==> config.mk <==
export PLATFORM = sky130hd
export DESIGN_NAME = game_ctrl
export DESIGN_NICKNAME = d
export VERILOG_FILES = /design/src/rtl/game_ctrl.sv
export SDC_FILE = /design/constraint.sdc
export NUM_CORES = 1
export LEC_CHECK = 0
export ABC_CLOCK_PERIOD_IN_PS = 3000
export CAP_MARGIN = 20
export CELL_PAD_IN_SITES_DETAIL_PLACEMENT = 1
export CELL_PAD_IN_SITES_GLOBAL_PLACEMENT = 1
export CORE_ASPECT_RATIO = 0.8
export CORE_MARGIN = 4
export CORE_UTILIZATION = 35
export DETAILED_ROUTE_END_ITERATION = 16
export GPL_TIMING_DRIVEN = 0
export MAX_ROUTING_LAYER = met4
export PLACE_DENSITY = 0.82
export SKIP_LAST_GASP = 1
export SLEW_MARGIN = 20
export SYNTH_ARGS = -nofsm -noshare
export SYNTH_HDL_FRONTEND = slang
export SYNTH_SLANG_ARGS = --single-unit
==> constraint.sdc <==
create_clock -name clk -period 3 [get_ports clk]
set_input_delay 0.6 -clock clk [delete_from_list [all_inputs] [get_ports clk]]
set_output_delay 0.6 -clock clk [all_outputs]
set_load 0.005 [all_outputs]
==> src/rtl/game_ctrl.sv <==
// game_ctrl: per-frame jump physics, obstacle scroll, game FSM and BCD scoring
// for the little-dinosaur game. Every output is a register.
//
// state   | meaning
// --------+--------------------------------------------------------------
// IDLE 00 | power-up wait, restart held high, waits for a start edge
// CLEAR   | one cycle, positions and score reloaded, restart high
// RUN  10 | physics and scroll advance on frame_tick, collide checked
// OVER 11 | frozen, game_over high, high score captured, waits for start
module game_ctrl #(
  parameter int GROUND_Y      = 475,
  parameter int BLOCK_START_X = 640,
  parameter int SPEED         = 4,
  parameter int JUMP_V0       = 16,
  parameter int GRAVITY       = 1
) (
  input  logic        clk,
  input  logic        rst_n,
  input  logic        frame_tick,
  input  logic        start_btn,
  input  logic        jump_btn,
  input  logic        collide,
  output logic [9:0]  dinosaur_y,
  output logic [9:0]  block_x,
  output logic        restart,
  output logic        game_over,
  output logic [1:0]  state,
  output logic [15:0] score,
  output logic [15:0] hi_score
);

  typedef enum logic [1:0] {
    ST_IDLE  = 2'b00,
    ST_CLEAR = 2'b01,
    ST_RUN   = 2'b10,
    ST_OVER  = 2'b11
  } state_t;

  localparam logic [9:0]        GROUND_C  = 10'(GROUND_Y);
  localparam logic [9:0]        BSTART_C  = 10'(BLOCK_START_X);
  localparam logic [9:0]        SPEED_C   = 10'(SPEED);
  localparam logic signed [6:0] JUMP_V0_C = 7'(JUMP_V0);
  localparam logic signed [6:0] GRAV_C    = 7'(GRAVITY);

  state_t             state_q, state_d;
  logic               start_q;
  logic               start_edge;
  logic signed [6:0]  vel_q, vel_d;
  logic               air_q, air_d;
  logic [9:0]         y_d, bx_d;
  logic [15:0]        score_d, hi_d;
  logic signed [10:0] y_next;

  // BCD +1 with per-digit carry; 9999 is sticky
  function automatic logic [15:0] bcd_inc(input logic [15:0] v);
    logic [15:0] r;
    logic        carry;
    r     = v;
    carry = 1'b1;
    if (v != 16'h9999) begin
      for (int i = 0; i < 4; i++) begin
        if (carry) begin
          if (v[4*i +: 4] == 4'd9) begin
            r[4*i +: 4] = 4'd0;
          end else begin
            r[4*i +: 4] = v[4*i +: 4] + 4'd1;
            carry       = 1'b0;
          end
        end
      end
    end
    return r;
  endfunction

  assign start_edge = start_btn & ~start_q;
  assign y_next     = $signed({1'b0, dinosaur_y}) - $signed({{4{vel_q[6]}}, vel_q});
  assign state      = state_q;

  // Next-state and datapath: hold everything unless the current state says otherwise
  always_comb begin
    state_d = state_q;
    y_d     = dinosaur_y;
    bx_d    = block_x;
    vel_d   = vel_q;
    air_d   = air_q;
    score_d = score;
    hi_d    = hi_score;
    case (state_q)
      ST_IDLE: begin
        if (start_edge) state_d = ST_CLEAR;
      end
      ST_CLEAR: begin
        state_d = ST_RUN;
      end
      ST_RUN: begin
        if (collide) begin
          state_d = ST_OVER;
        end else if (frame_tick) begin
          if (!air_q) begin
            if (jump_btn) begin
              air_d = 1'b1;
              vel_d = JUMP_V0_C;
            end
          end else if (y_next >= $signed({1'b0, GROUND_C})) begin
            y_d   = GROUND_C;
            vel_d = '0;
            air_d = 1'b0;
          end else begin
            y_d   = y_next[9:0];
            vel_d = vel_q - GRAV_C;
          end
          if (block_x < SPEED_C) begin
            bx_d    = BSTART_C;
            score_d = bcd_inc(score);
          end else begin
            bx_d = block_x - SPEED_C;
          end
        end
      end
      ST_OVER: begin
        // score is frozen here, so comparing every OVER cycle equals comparing on entry
        if (score > hi_score) hi_d = score;
        if (start_edge) state_d = ST_CLEAR;
      end
      default: state_d = ST_IDLE;
    endcase
    // reload on the way into CLEAR so the detector sees clean positions during restart
    if (state_d == ST_CLEAR) begin
      y_d     = GROUND_C;
      bx_d    = BSTART_C;
      vel_d   = '0;
      air_d   = 1'b0;
      score_d = '0;
    end
  end

  // State register and registered outputs
  always_ff @(posedge clk or negedge rst_n) begin
    if (!rst_n) begin
      state_q    <= ST_IDLE;
      start_q    <= 1'b0;
      vel_q      <= '0;
      air_q      <= 1'b0;
      dinosaur_y <= GROUND_C;
      block_x    <= BSTART_C;
      score      <= '0;
      hi_score   <= '0;
      restart    <= 1'b1;
      game_over  <= 1'b0;
    end else begin
      state_q    <= state_d;
      start_q    <= start_btn;
      vel_q      <= vel_d;
      air_q      <= air_d;
      dinosaur_y <= y_d;
      block_x    <= bx_d;
      score      <= score_d;
      hi_score   <= hi_d;
      restart    <= (state_d == ST_IDLE) || (state_d == ST_CLEAR);
      game_over  <= (state_d == ST_OVER);
    end
  end

endmodule

# After elaboration in Yosys (flattened, before gate mapping)
# Cells that the tools add are included.
# totals
inputBits,6
reg_bits,65
wordCells,118
# classes
n_addsub,7
bitwise_logic,2
order_cmp,3
muxes,61
reduce_logical,21
n_eq_ne,11
# ops
op,count
two-way mux 10 bit,11
two-way mux 16 bit,6
two-way mux 7 bit,7
two-way mux 4 bit,7
two-way mux 1 bit,27
AND reduction 6 bit,3
adder 4 x 1 -> 4 bit (second input constant),4
== test 4 bit (second input constant),4
> comparator 16 bit,1
inequality test 16 bit (second input constant),1
nonzero test 2 bit,8
>= comparator 11 x 10 -> 1 bit (second input constant),1
subtractor 11 x 7 -> 11 bit,1
less-than comparator 10 x 3 -> 1 bit (second input constant),1
subtractor 10 x 3 -> 10 bit (second input constant),1
AND reduction 4 bit,2
subtractor 7 x 2 -> 7 bit (second input constant),1
== test 2 bit (second input constant),3
case mux 2 bit (3 select lines),1
AND reduction 5 bit,1
== test 2 x 1 -> 1 bit (second input constant),2
logical NOT 2 bit,2
two-way mux 2 bit,2
AND reduction 3 bit,1
other kinds (7),7

# Depth between registers and ports, before layout
# logic_depth
ltp_word,26
depth_mapped,12

# Worst setup path after synthesis
# OpenSTA, ideal clock, no wires.
# synth_path
path_kind,register to register
startpoint,reg dinosaur_y[0]
endpoint,reg dinosaur_y[5]
t_required_ps,2878
stages_incl_launch_ff,13
synth_period_minus_slack_ps,2838
arrival_time_ps,2716
path_slack_ps,162
path_cell_list,dfstp_2 inv_1 ha_1 inv_1 fa_1 a211o_1 o211ai_2 nand2b_1 a21oi_1 xor2_1 o41ai_4 nand2_1 a32o_1
# synth_via
elab_chain_cells,8
# synth_lines
element,line,source
from (decl),23,"output logic [9:0] dinosaur_y,"
from (signal assigned),155,dinosaur_y <= y_d;
subtractor 11 x 7 -> 11 bit *,76,"assign y_next = $signed({1'b0, dinosaur_y}) - $signed({{4{vel_q[6]}}, vel_q});"
>= comparator 11 x 10 -> 1 bit,104,"end else if (y_next >= $signed({1'b0, GROUND_C})) begin"
two-way mux 10 bit *,104,
two-way mux 10 bit *,99,if (!air_q) begin
two-way mux 10 bit *,98,end else if (frame_tick) begin
two-way mux 10 bit *,96,if (collide) begin
two-way mux 10 bit *,88,case (state_q)
two-way mux 10 bit *,128,if (state_d == ST_CLEAR) begin
# Every way passes the cells marked *; elsewhere a longest branch is shown, timed or not. The select of a mux whose other input is x is not followed.
# A chain may end at the register's enable or synchronous reset.

# Worst setup path after layout
# layout_path
startpoint,reg dinosaur_y[0]
endpoint,reg vel_q[5]
# layout_via
elab_chain_cells,8
# layout_lines
element,line,source
subtractor 11 x 7 -> 11 bit,76,
>= comparator 11 x 10 -> 1 bit,104,
two-way mux 7 bit,104,
two-way mux 7 bit,99,
two-way mux 7 bit,98,
two-way mux 7 bit,96,
two-way mux 7 bit,88,
two-way mux 7 bit,128,
to (signal assigned),153,vel_q <= vel_d;
to (decl),48,"logic signed [6:0] vel_q, vel_d;"
# No other way between the ends. The select of a mux whose other input is x is not followed.

==> results.md <==
- Cell variety after synth: 66
- Reg clk slew, reported paths: about 0.060 ns
- Initial antenna violation count: 0
- Reg-to-Reg Start: dinosaur_y[0]
- Die Span Y: just over 100 um
- Worst skew pair latency: 0.33 ns
- Crit start category: flip-flop
- Root Driver: clkbuf_16
- Row cnt: 34
- WP data required: between 3 and 4 ns
- CTS max path bufs: 2
- Final hold violations: 0
- FILL cells: 1205
- Met1 usage: about a quarter
- Layout cells sized above 1: 16.7%
- Most used routing layer: met2
- Synth Register Bits: 63
- GRT overflow: 0
- Pint: 3.25 mW
- Peak Freq: approximately 0.34 GHz
- Setup crit start: dinosaur_y[0]
- Setup slack after layout: ~0.024 ns
- MaxCap Viol Count: 0
- RSZ-0062 raised after global routing: true
- Area of the core: between 10000 and 15000 um^2
- Slew margin rel.: around three fifths
- Clock share of power: 19.9%
- Yosys warns: 0
- Num CTS Buffers: 9
- Leakage: between 2 and 2.5 nW
- Crit path capture: vel_q[5]
- Seq/Total Area, Yosys: between 40% and 50%
- Vias in the first global route: 3467
- Post-DP HPWL: 7.98 mm
- Syn Area/Cell: 9.84 um^2
- Slew Limit Fails: 0
- Drt pass-1 iters: 4
- Final core utilization: 47.3%
- Worst path most repeated cell: inv_2
- CTS sink count: 63
- Total track usage: roughly 18%
- Initial Util: 35.7%
- CTS tree: done
- Pre-CTS worst setup slack: -0.295 ns
- Status: completed
- Asr flop ratio synth: between 90% and 100%
- Syn Inst Count: 394
- Synthesized cell area: a little under 4000 um^2
- Post-layout min period: 2.98 ns
- R2R cell count: 12
- NumNets Final: a little over 500
- Antenna diodes: 0
- IO Count: just over 60
- Worst path cell trace: inv_2, ha_4, inv_2, fa_2, a211o_1, o21ai_0, xnor2_1, a31oi_2, o41ai_4, buf_4, a21oi_4, a311o_1
- Gate power share: between 50% and 60%
- Drt total wl: ~11 mm
- Crit end category: flip-flop
- Setup tns final: 0 ns
- Final setup viols: 0
- Setup Skew: just under 0.007 ns
- Remaining DRCs: 0
- Sequential Power Share: between 20% and 30%
- Total Die Area: roughly 13000 um^2
- Sw power: 2.49 mW
- H-tree depth: 3
- Crit path largest cell delay: between 0.4 and 0.5 ns
- First-pass GRT wire length: roughly 18 mm
- Largest net degree at the start of global routing: 54
- Top_reg_cell synth: dfrtp_1
- Via count: about 3.3k
- Worst reg2reg path endpoint: vel_q[5]
- R2r setup slk: between 0.02 and 0.025 ns
- Starting DRT DRC Count: 153
- Vias per cell: 5.37
- Synth-to-layout area growth: 32.3%
- Worst-margin pin slew: 0.584 ns
- DRT antenna net count: 0
- Met2 Use GR: 28.3%
- Placer Congestion: between 0.8 and 0.9
- Critical Path Slowest Stage Cell: o41ai_4
- Drt wl/cell: around 17 um
- Min Hold Slack: 0.107 ns
- M3 GR Usage: 2.19%
- Net Sw Frac: between 40% and 50%
- Worst IR Drop VDD: 0.638 mV
- CP Class: reg2reg
- Critical path peak fanout: 5
- Critical Path AT: 3.18 ns
- Hold Crit Class: in2async
- Tcrit/Tclk final: 99.2%
- Pwr/cell area: 1120 nW/um^2
- Die W: approximately 130 um
- Input/output buffers: 59
- Number of synthesized flops with an enable pin: 0
-- stage by stage --
step / instances / total power [mW] / area (um^2)
6_report: 624 / 5.74 / 5130
2_1_floorplan: 395 / 3.09 / 3880
3_3_place_gp: 598 / 3.92 / 4650
5_1_grt: 624 / 6.12 / 5130
3_5_place_dp: 599 / 4.05 / 4680
4_1_cts: 619 / 5.43 / 5040
-- synthesized netlist by cell type (all sizes together), types with 2 or more instances --
| cell type | count | area, um^2 |
|---|---|---|
| a2111oi | 3 | 28.8 |
| a211o | 3 | 26.3 |
| a211oi | 3 | 35.0 |
| a21o | 4 | 30.0 |
| a21oi | 17 | 96.4 |
| a311o | 3 | 30.0 |
| a31oi | 6 | 37.5 |
| a32oi | 2 | 17.5 |
| and2 | 3 | 18.8 |
| buf | 7 | 43.8 |
| clkbuf | 2 | 7.51 |
| dfrtp | 53 | 1330 |
| dfstp | 10 | 263 |
| ha | 31 | 388 |
| inv | 37 | 139 |
| mux2 | 14 | 158 |
| mux2i | 6 | 60.1 |
| nand2 | 24 | 90.1 |
| nand2b | 5 | 31.3 |
| nand3 | 7 | 35.0 |
| nand4 | 5 | 31.3 |
| nor2 | 34 | 128 |
| nor2b | 9 | 56.3 |
| nor3 | 10 | 50.1 |
| nor3b | 7 | 52.6 |
| nor4 | 3 | 18.8 |
| nor4bb | 2 | 20.0 |
| o211ai | 2 | 20.0 |
| o21a | 8 | 60.1 |
| o21ai | 25 | 129 |
| o22ai | 2 | 12.5 |
| o31ai | 5 | 37.5 |
| o32a | 2 | 20.0 |
| o41ai | 2 | 36.3 |
| or2 | 4 | 25.0 |
| or3 | 4 | 25.0 |
| xnor2 | 11 | 96.3 |
| xor2 | 2 | 17.5 |
-- layout by cell type, fill, tap and decap left out, types with 3 or more instances in the layout --
master           count
dfstp_2             10
nor3_1              10
nor2_1              34
ha_1                29
nor4_1               3
or3_1                4
a21o_1               4
o31ai_1              5
o21a_1               8
buf_4               12
mux2i_1              6
nand3_1              7
nand4_1              5
nor2b_1              9
nor3b_1              7
or2_2                3
a31oi_1              5
a21oi_2              3
dfrtp_1             53
o21ai_1              4
a311o_1              3
mux2_2              14
a211o_1              3
o21ai_0             20
clkbuf_16            9
xnor2_1             10
nand2b_1             5
clkdlybuf4s50_1     58
clkbuf_1             3
a2111oi_1            3
inv_1               35
a21oi_1             13
nand2_1             23
-- layout make-up --
| type | count | area (um^2) | area share [%] |
|---|---|---|---|
| Tap cell | 144 | 180 | 3.51 |
| Clock inverter | 5 | 81.3 | 1.59 |
| Multi-Input combinational cell | 286 | 2160 | 42.1 |
| Timing Repair Buffer | 69 | 683 | 13.3 |
| Sequential cell | 63 | 1590 | 31.0 |
| Buffer | 9 | 52.6 | 1.02 |
| Clock buffer | 11 | 243 | 4.73 |
| Inverter | 37 | 139 | 2.71 |
-- flip-flops by register name (all words and copies together) (netlist names) --
| signal | count |
|---|---|
| air_q | 1 |
| block_x | 8 |
| dinosaur_y | 10 |
| game_over | 1 |
| hi_score | 16 |
| restart | 1 |
| score | 16 |
| start_q | 1 |
| state | 2 |
| vel_q | 7 |
-- what timing repair did --
action,CTS,global route
setup endpoints to repair,23,33
pin swaps,3,13
setup buffers,4,6
gates resized for setup,3,13
hold buffers,0,0
hold endpoints to repair,0,0
-- power by group through the flow --
stage / sequential (mW) / clock (mW) / combinational, mW
final: 1.27 / 1.14 / 3.33
after global routing: 1.31 / 1.20 / 3.61
after CTS: 1.27 / 1.16 / 3.01
after detailed placement: 1.28 / 0 / 2.77
after global placement: 1.26 / 0 / 2.65
after floorplan: 1.23 / 0 / 1.86
-- worst min-delay path by stage --
stage	startpoint	endpoint	cells after the start
CTS	rst_n	hi_score[8]	1
floorplan	rst_n	air_q	0
global route	rst_n	hi_score[10]	1
detailed placement	rst_n	hi_score[8]	1
finish	rst_n	hi_score[8]	1
global placement	vel_q[1]	vel_q[1]	2
-- kinds of logic after synthesis --
| family | Yosys count | synth area share (%) |
|---|---|---|
| buffers and inverters | 46 | 4.91 |
| AO/OA/AOI/OAI | 98 | 19.1 |
| AND/OR/NAND/NOR | 121 | 15.8 |
| multiplexers | 20 | 5.62 |
| adder cells (fa/ha/maj) | 32 | 10.5 |
| other | 1 | 0.0967 |
| XOR/XNOR | 13 | 2.94 |
| flip-flops | 63 | 41.0 |
-- per-layer routing --
layer,vias up,part of all wire [%]
met5,-,0
met4,0,1.8
met3,17,3.1
met2,67,47
met1,1680,48
li1,1584,-
-- worst max-delay path: cells and delay by family (launching register included) --
kind / cells / cell delay, ns
buf+inv: 3 / 0.31
compound gates: 6 / 1.46
xor+xnor: 1 / 0.19
flops: 1 / 0.37
fa+ha+maj: 2 / 0.52
(Power assumes the default switching activity.)
